[config.mk]
export PLATFORM = sky130hd
export DESIGN_NAME = fetch_stage
export DESIGN_NICKNAME = d
export VERILOG_FILES = /design/src/rtl/fetch_stage.sv
export SDC_FILE = /design/constraint.sdc
export NUM_CORES = 1
export LEC_CHECK = 0
export ABC_AREA = 1
export ABC_CLOCK_PERIOD_IN_PS = 14100
export BUFFER_PORTS_ARGS = -buffer_cell sky130_fd_sc_hd__buf_4
export CAP_MARGIN = 10
export CELL_PAD_IN_SITES_DETAIL_PLACEMENT = 0
export CELL_PAD_IN_SITES_GLOBAL_PLACEMENT = 1
export CORE_ASPECT_RATIO = 1.4
export CORE_UTILIZATION = 35
export CTS_CLUSTER_SIZE = 14
export DETAILED_ROUTE_END_ITERATION = 7
export PLACE_DENSITY = 0.83
export REMOVE_ABC_BUFFERS = 1
export SLEW_MARGIN = 20
export SYNTH_ARGS = -nofsm -noshare
export SYNTH_HDL_FRONTEND = slang
export SYNTH_SLANG_ARGS = --single-unit
[constraint.sdc]
create_clock -name clk -period 14.1 [get_ports clk]
set_clock_uncertainty 0.2 [all_clocks]
set_input_delay 0.705 -clock clk [delete_from_list [all_inputs] [get_ports clk]]
set_output_delay 0.705 -clock clk [all_outputs]
set_load 0.01 [all_outputs]
[src/rtl/fetch_stage.sv]
// Instruction fetch stage and IF/ID pipeline register that feeds the decoder.
// Latency: the instruction at PCF appears on InstrD one clock later.
// Backpressure: StallF holds the PC and StallD holds IF/ID. FlushD inserts a bubble.
//
// Ports:
//   clk, rst                  rising-edge clock, asynchronous active-high reset
//   StallF, StallD, FlushD    hazard-unit controls
//   PCsrc, PCTarget           redirect request and target from execute
//   InstrRD                   instruction-memory read data (combinational on PCF)
//   PCF                       fetch PC, which is also the instruction-memory address
//   InstrD, PCD, PCPlus4D     registered instruction, its PC, and its PC+4
//   ValidD                    InstrD holds a real instruction (0 = bubble)
//   MisalignErr               sticky flag: a redirect target was not word aligned
//   FetchCount                number of instructions loaded into IF/ID
module fetch_stage #(
   parameter logic [31:0] RESET_VECTOR = 32'hBFC0_0000,
   parameter logic [31:0] NOP_INSTR    = 32'h0000_0013,
   parameter int          CNT_W        = 32
) (
   input  logic             clk,
   input  logic             rst,
   input  logic             StallF,
   input  logic             StallD,
   input  logic             FlushD,
   input  logic             PCsrc,
   input  logic [31:0]      PCTarget,
   input  logic [31:0]      InstrRD,
   output logic [31:0]      PCF,
   output logic [31:0]      InstrD,
   output logic [31:0]      PCD,
   output logic [31:0]      PCPlus4D,
   output logic             ValidD,
   output logic             MisalignErr,
   output logic [CNT_W-1:0] FetchCount
);

   logic [31:0] pc_plus4;
   logic        target_misaligned;

   // The adder wraps mod 2^32, so a fetch at FFFFFFFC links to 0.
   assign pc_plus4          = PCF + 32'd4;
   assign target_misaligned = (PCTarget[1:0] != 2'b00);

   // PC register. A redirect must win over a stall, otherwise a taken branch
   // that coincides with a load-use stall would be lost.
   always_ff @(posedge clk or posedge rst) begin
      if (rst) begin
         PCF         <= RESET_VECTOR;
         MisalignErr <= 1'b0;
      end else begin
         if (PCsrc) begin
            PCF <= {PCTarget[31:2], 2'b00};
            if (target_misaligned)
               MisalignErr <= 1'b1;
         end else if (!StallF) begin
            PCF <= pc_plus4;
         end
      end
   end

   // IF/ID register. A flush wins over a stall, so a squashed slot never
   // survives as a held instruction.
   always_ff @(posedge clk or posedge rst) begin
      if (rst) begin
         InstrD     <= NOP_INSTR;
         PCD        <= 32'd0;
         PCPlus4D   <= 32'd0;
         ValidD     <= 1'b0;
         FetchCount <= '0;
      end else if (FlushD) begin
         InstrD   <= NOP_INSTR;
         PCD      <= 32'd0;
         PCPlus4D <= 32'd0;
         ValidD   <= 1'b0;
      end else if (!StallD) begin
         InstrD     <= InstrRD;
         PCD        <= PCF;
         PCPlus4D   <= pc_plus4;
         ValidD     <= 1'b1;
         FetchCount <= FetchCount + CNT_W'(1);
      end
   end

endmodule

== Word level (Yosys, flattened, before mapping) ==
Index checks and enable logic that the tools add are counted.

* Bitwise operators: 2
* Add/sub/neg operators: 2
* Muxes and demuxes: 10
* Reduce and logical (&&, ||, !) cells: 3
* Equality and inequality tests: 2

{| class="wikitable"
|+ Operator list
! cell !! number
|-
| 32-bit two-way mux || 8
|-
| 32-bit by 1-bit adder with 32-bit output, second input constant || 1
|-
| 32-bit by 3-bit adder with 32-bit output, second input constant || 1
|-
| 2-bit by 1-bit != test with 1-bit output, second input constant || 2
|-
| 2-bit AND reduction || 2
|-
| 1-bit two-way mux || 2
|-
| 1-bit inverter || 2
|-
| 2-bit nonzero test || 1
|}

* Bits in registers: 162
* Output and inout bits: 162
* Word-level logic and storage cells: 26
* Bits of input ports: 70

== Logic depth before layout (Yosys ltp) ==
Gate-level depths: netlist of the first run.

* Word-level depth: 3
* Mapped depth: 10
* Depth with buffers taken out: 10

== Worst setup path before layout of the first run ==
No wires, ideal clock.

* Path kind: input to register
* Start: input port StallD
* End: register FetchCount[26]
* Data required time: 13,783 ps
* Arrival: 1,555 ps
* Stages: 8
* Path slack: 12,228 ps
* Path buffers: 0
* Setup time: 117 ps
* Cell sequence: inv_2 > nand2_2 > nor2_2 > nand3_1 > nor2_1 > nand3_1 > nand2_1 > nand2_1

* Longest elaborated chain between the ends: 2

{| class="wikitable"
|+ Ends and longest elaborated chain
! what !! line !! text
|-
| from (decl) || 23 || <nowiki>input logic StallD,</nowiki>
|-
| 1-bit inverter (no source line) || -- ||
|-
| 2-bit AND reduction (no source line) || -- ||
|-
| to (signal assigned) || 80 || <nowiki>FetchCount <= FetchCount + CNT_W'(1);</nowiki>
|-
| to (decl) || 34 || <nowiki>output logic [CNT_W-1:0] FetchCount</nowiki>
|}

No other way between the ends.
A chain may end at the register's enable or synchronous reset.

== Worst setup path after layout of the first run ==
* Start: input port StallD
* End: register FetchCount[18]

The elaborated chain is that of the path after synthesis.

==> results of run 1 <==
placed cells by master, fill, tap and decap left out, drive strengths merged:
master,n
o21ai,62
bufinv,1
nor3,4
nand2,339
inv,101
a22o,33
o221ai,1
and2,3
o22a,3
o21bai,5
dfstp,12
clkbuf,17
nand3b,4
nor2,75
nand3,34
conb,2
nand4,18
ha,2
clkinvlp,2
buf,233
xnor2,8
dfrtp,145
o211ai,3
xor2,21
clkinv,11
power breakdown:
| part | internal [mW] | leakage, nW | switching (mW) | total [mW] |
|---|---|---|---|---|
| sequential | 0.488 | 2.03 | 0.0399 | 0.528 |
| clock | 0.246 | 0.277 | 0.204 | 0.450 |
| combinational | 0.0866 | 2.95 | 0.104 | 0.190 |
worst max path at each step:
stage / slack (ps) / cells past startpoint / end / from
finish: 11650 / 9 / FetchCount[18] / StallD
global route: 11460 / 9 / FetchCount[18] / StallD
CTS: 11630 / 9 / FetchCount[28] / StallD
detailed placement: 11180 / 9 / FetchCount[26] / StallD
global placement: 11260 / 9 / FetchCount[28] / StallD
floorplan: 8980 / 1 / FetchCount[0] / rst
registers in the layout, indices dropped and copies added, names as in the netlist:
register     cells
PCPlus4D        30
ValidD           1
MisalignErr      1
InstrD          32
FetchCount      32
PCD             31
PCF             30
Yosys cell counts, drive strengths merged (2+ instances only):
cell and count:
clkbuf 17, and2 3, buf 14, dfrtp 145, dfstp 12, a22o 33, nor2 75, nor3 4
inv 97, nand3 34, o21bai 5, nand4 18, clkinv 3, xor2 21, o22a 3, o21ai 62
o211ai 3, xnor2 8, nand2 339, nand3b 4, ha 2
final cells by class:
class	count	area (sq um)	area share, %
sequential	157	3940	39.3
multi-input combinational	617	3060	30.5
tap	260	325	3.25
inverter	100	380	3.79
clock buffer	17	425	4.24
timing repair buffer	233	1750	17.4
clock inverter	15	140	1.40
routing by layer:
metal	vias to the layer above	GRT usage, %
met5	-	0
met4	0	8.38
met3	32	4.29
met2	178	37.0
met1	3168	25.3
li1	3306	-
worst register-to-register path, cell delays in order (launching register included):
cell and delay (ps):
dfrtp_1 420, ha_1 250, nand3_1 120, nor2_2 170, nand3_1 230, nor2_1 260
nand2_1 100, nand2_1 70, nand2_1 50
cells by family (layout without fill, tap and decap cells):
kind of cell	after synthesis	in the layout	synth area share, %
AOI/OAI and AO/OA	107	107	9.25
adders and majority gates	2	2	0.333
other	1	2	0.0500
buffers and inverters	131	365	6.94
DFF	157	157	52.6
xor gates and xnor gates	29	29	3.59
and+or+nand+nor	477	477	27.3
==> flow_summary.json, run 1 <==
{
  "via_per_inst": 4.78,
  "postLayoutCoreUtil_pct": 47.5,
  "fmax_mhz": 408,
  "cts_resized": 0,
  "layout-drive-gt1-share_pct": 27.3,
  "postSynthAreaPerCell_sq_um": 8.30,
  "cp_slowest_stage_delay_ps": 550,
  "diodes": 0,
  "cts.clk_slew.worst_paths_ps": 70,
  "ant_nets": 0,
  "status": "finished, final reports clean",
  "slowest_stage": "nand2_2",
  "syn_area_sq_um": 7500,
  "grt-ovfl-total": 0,
  "rsz0062_at_grt": "false",
  "grt_pass1_vias": 6706,
  "dr.pass1.iters": 4,
  "hp-class": "in2async",
  "path_common_cell": "nand2_1",
  "total_power_mw": 1.17,
  "synth_ff_type": "dfrtp_1",
  "postSynth.asyncResetShare_pct": 100,
  "setup_tns_ps": 0,
  "reg2regPathDepth": 8,
  "nets": 1198,
  "die_w_um": 126,
  "worstReg2RegEnd": "FetchCount[18]",
  "power_density_nw_per_um2": 117,
  "fillers": 2097,
  "antenna_found_initial": 0,
  "core_sq_um": 21100,
  "syn_inst": 904,
  "h-tree-depth": 4,
  "yosysWarningCount": 0,
  "wl_met1_um": 9120,
  "yosysUniqueCellTypes": 35,
  "route.detailed.drc": 0,
  "finalSetupViolCount": 0,
  "critPathKind": "in2reg",
  "rows": 63,
  "required_ps": 14220,
  "routabilityCongestion": 0.867,
  "synth_top_area_share_pct": 48.4,
  "place_worst_setup_slack_ps": 11180,
  "numCtsBuffers": 17,
  "ys_ff_latch": 157,
  "cts_setup_buffers": 0,
  "slew_viol_final": 0,
  "p_leak_nw": 5.25,
  "synth.area.top_cells": "dfrtp_1 48%, nand2_1 17%, inv_1 4.6%",
  "cts_tree": "built",
  "startpoint_type": "input pin",
  "worstSetupEndpointType": "flip-flop",
  "grtUsageTotal_pct": 21.1,
  "synth_edf_count": 0,
  "finalNonFillerCells": 1399,
  "postPlaceCellArea_sq_um": 9460,
  "synth.yosys.seq_area_share_pct": 52.6,
  "r2r-start": "FetchCount[0]",
  "fin_crit_sh_pct": 17.4,
  "ios": 232,
  "cts_sinks": 157,
  "syn2layout_area_growth_pct": 33.6,
  "vdd_drop_max_mv": 0.0811,
  "cp_max_fo": 44,
  "critPathArrivalTime_ps": 2570,
  "dpl.hpwl_um": 15800,
  "insertion_delay_ps": 430,
  "via_count": 6684,
  "setup_ws_ps": 11650,
  "critical_path_buf_inv_count": 2,
  "placed_cells": 1367,
  "cts_hold_buf": 0,
  "wl_um": 22400,
  "design_area_sq_um": 10000,
  "grt_pass1_wl_um": 35900,
  "yosysTopAreaCell": "dfrtp_1",
  "max-slew-margin-rel_pct": 32.3,
  "finalHoldViolCount": 0,
  "hold-worst-slack_ps": 162,
  "clock_path_buffers": 2,
  "die_h_um": 175,
  "wl_met2_um": 11600,
  "wl_met3_um": 1060,
  "tightest_slew_ps": 1020,
  "min_period_ps": 2450,
  "die-area_sq_um": 22000,
  "io_buffers": 229,
  "drtIter0Drc": 351,
  "crit_family": "simple AND/OR/NAND/NOR gates",
  "rrSetupSlack_ps": 12130,
  "start_util_pct": 35.5,
  "wl_per_cell_um": 16.0,
  "clockRootBuffer": "clkbuf_16",
  "cap_violations": 0,
  "dr.max_layer_used": "met4",
  "grt_max_degree": 91,
  "crit_chain": "buf_4 -> inv_2 -> nand2_2 -> nor2_2 -> nand3_1 -> nor2_1 -> nand2_1 -> nand2_1 -> nand2_1"
}
Power figures use the tool's default switching activity.
==> run 2: changes to the inputs <==
--- a/config.mk
+++ b/config.mk
@@ -6,7 +6,7 @@
 export NUM_CORES = 1
 export LEC_CHECK = 0
 export ABC_AREA = 1
-export ABC_CLOCK_PERIOD_IN_PS = 14100
+export ABC_CLOCK_PERIOD_IN_PS = 2300
 export BUFFER_PORTS_ARGS = -buffer_cell sky130_fd_sc_hd__buf_4
 export CAP_MARGIN = 10
 export CELL_PAD_IN_SITES_DETAIL_PLACEMENT = 0
==> constraint.sdc (replaced) <==
create_clock -name clk -period 2.3 [get_ports clk]
set_clock_uncertainty 0.2 [all_clocks]
set_input_delay 0.115 -clock clk [delete_from_list [all_inputs] [get_ports clk]]
set_output_delay 0.115 -clock clk [all_outputs]
set_load 0.01 [all_outputs]
==> run 2 against run 1 <==
Compared with the run above:
- first-iteration DRC count shrank 20%
- critical endpoint is now PCF[10]
- die area is the same
- sequential cell count stayed put
==> flow_summary.json, run 2 (synthesis gave the netlist of run 1 again) <==
{
  "reg_top3": "FetchCount x32, InstrD x32, PCD x31",
  "wl_per_cell_um": 15.9,
  "vdd_drop_max_mv": 0.510,
  "cap_violations": 0,
  "grt-ovfl-total": 0,
  "clock_path_buffers": 2,
  "rrSetupSlack_ps": 90,
  "grt_max_degree": 48,
  "rows": 63,
  "finalHoldViolCount": 0,
  "rsz0062_at_grt": "true",
  "min_period_ps": 2210,
  "critPathArrivalTime_ps": 2320,
  "p_leak_nw": 5.70,
  "insertion_delay_ps": 420,
  "grtUsageTotal_pct": 22.3,
  "final_common_cell": "nand2_1",
  "ant_nets": 0,
  "syn2layout_area_growth_pct": 47.7,
  "critPathKind": "reg2reg",
  "total_power_mw": 7.59,
  "drtIter0Drc": 281,
  "cts_sinks": 157,
  "max-slew-margin-rel_pct": 61.9,
  "startpoint_type": "flip-flop",
  "nets": 1296,
  "via_per_inst": 4.77,
  "die_w_um": 126,
  "routabilityCongestion": 0.884,
  "grt_pass1_vias": 7327,
  "dpl.hpwl_um": 16900,
  "finalSetupViolCount": 0,
  "die_h_um": 175,
  "wl_um": 23800,
  "ios": 232,
  "io_buffers": 229,
  "status": "finished, final reports clean",
  "required_ps": 2410,
  "cts.clk_slew.worst_paths_ps": 60,
  "numCtsBuffers": 17,
  "clockRootBuffer": "clkbuf_16",
  "core_sq_um": 21100,
  "finalNonFillerCells": 1497,
  "cts_tree": "built",
  "hold-worst-slack_ps": 77.5,
  "placed_cells": 1380,
  "tightest_slew_ps": 571,
  "via_count": 7134,
  "die-area_sq_um": 22000,
  "worstSetupEndpointType": "flip-flop",
  "dr.pass1.iters": 4,
  "grt_pass1_wl_um": 38000,
  "diodes": 0,
  "postLayoutCoreUtil_pct": 52.5,
  "h-tree-depth": 4,
  "fmax_mhz": 452,
  "start_util_pct": 35.5,
  "route.detailed.drc": 0,
  "layout-drive-gt1-share_pct": 26.7,
  "cp_max_fo": 6,
  "final_cell_mix": "332 x nand2_1, 243 x buf_4, 137 x dfrtp_1, 91 x inv_1, 84 x dlygate4sd3_1",
  "hp-class": "in2async",
  "slew_viol_final": 0,
  "fin_crit_sh_pct": 96.1,
  "power_density_nw_per_um2": 685,
  "antenna_found_initial": 0
}
[run 2: cell count changes in the layout (fill, tap and decap cells not counted), sizes merged]
| cell | previous run | this run |
|---|---|---|
| inv | 101 | 99 |
| bufinv | 1 | 4 |
| buf | 233 | 247 |
| clkinv | 11 | 3 |
| clkbuf | 17 | 22 |
| dlygate4sd3 | 0 | 84 |
| clkinvlp | 2 | 4 |
[run 2: stage by stage]
| step | setup slack [ps] | TNS (ps) | cell area [sq um] |
|---|---|---|---|
| floorplan | -2230 | -453810 | 7360 |
| global placement | 429 | 0 | 9610 |
| detailed placement | 373 | 0 | 9610 |
| CTS | 28.9 | 0 | 11100 |
| global route | -18.4 | -18.4 | 11100 |
| finish | 88.8 | 0 | 11100 |
[run 2: final timing paths]
| path | from | endpoint | depth (start not counted) |
|---|---|---|---|
| setup / recovery | PCF[3] | PCF[10] | 7 |
| hold / removal | rst | InstrD[12] | 3 |
| setup reg to reg | PCF[3] | PCF[10] | 7 |
| hold reg to reg | PCPlus4D[20] | PCPlus4D[20] | 2 |
| max in group asynchronous | rst | PCF[31] | 4 |
| min in group clk | PCsrc | PCF[12] | 4 |
[run 2: critical path: stages, from the launching register on]
cell	delay, ps
dfrtp_2	410
ha_1	210
nand2_2	100
nor2_8	170
nand2_4	100
xor2_1	250
o21bai_1	100
dlygate4sd3_1	560
[run 2: cell type report]
type / instances / area, sq um
Clock buffer: 22 / 454
Clock inverter: 10 / 164
Fill cell: 1986 / 10000
Inverter: 100 / 380
Multi-Input combinational cell: 617 / 3060
Sequential cell: 157 / 3950
Tap cell: 260 / 325
Timing Repair Buffer: 331 / 2750
[run 2: per-layer routing]
layer  track usage [%]  part of all wire [%]  up-vias
li1                  -                     -     3480
met1              25.0                    39     3431
met2              40.4                    53      180
met3              4.93                   4.5       43
met4              9.69                   3.1        0
met5                 0                     0        -
[run 2: report_power, final]
part           internal [mW]  switching [mW]
Combinational          0.669           0.692
Clock                   1.85            1.15
Sequential              3.00           0.233
[run 2: repair_timing]
action | CTS | global route
gates resized for setup | 0 | 9
hold buffers | 84 | 0
setup endpoints to repair | 0 | 9
hold endpoints to repair | 208 | 0
buffers inserted | 0 | 1
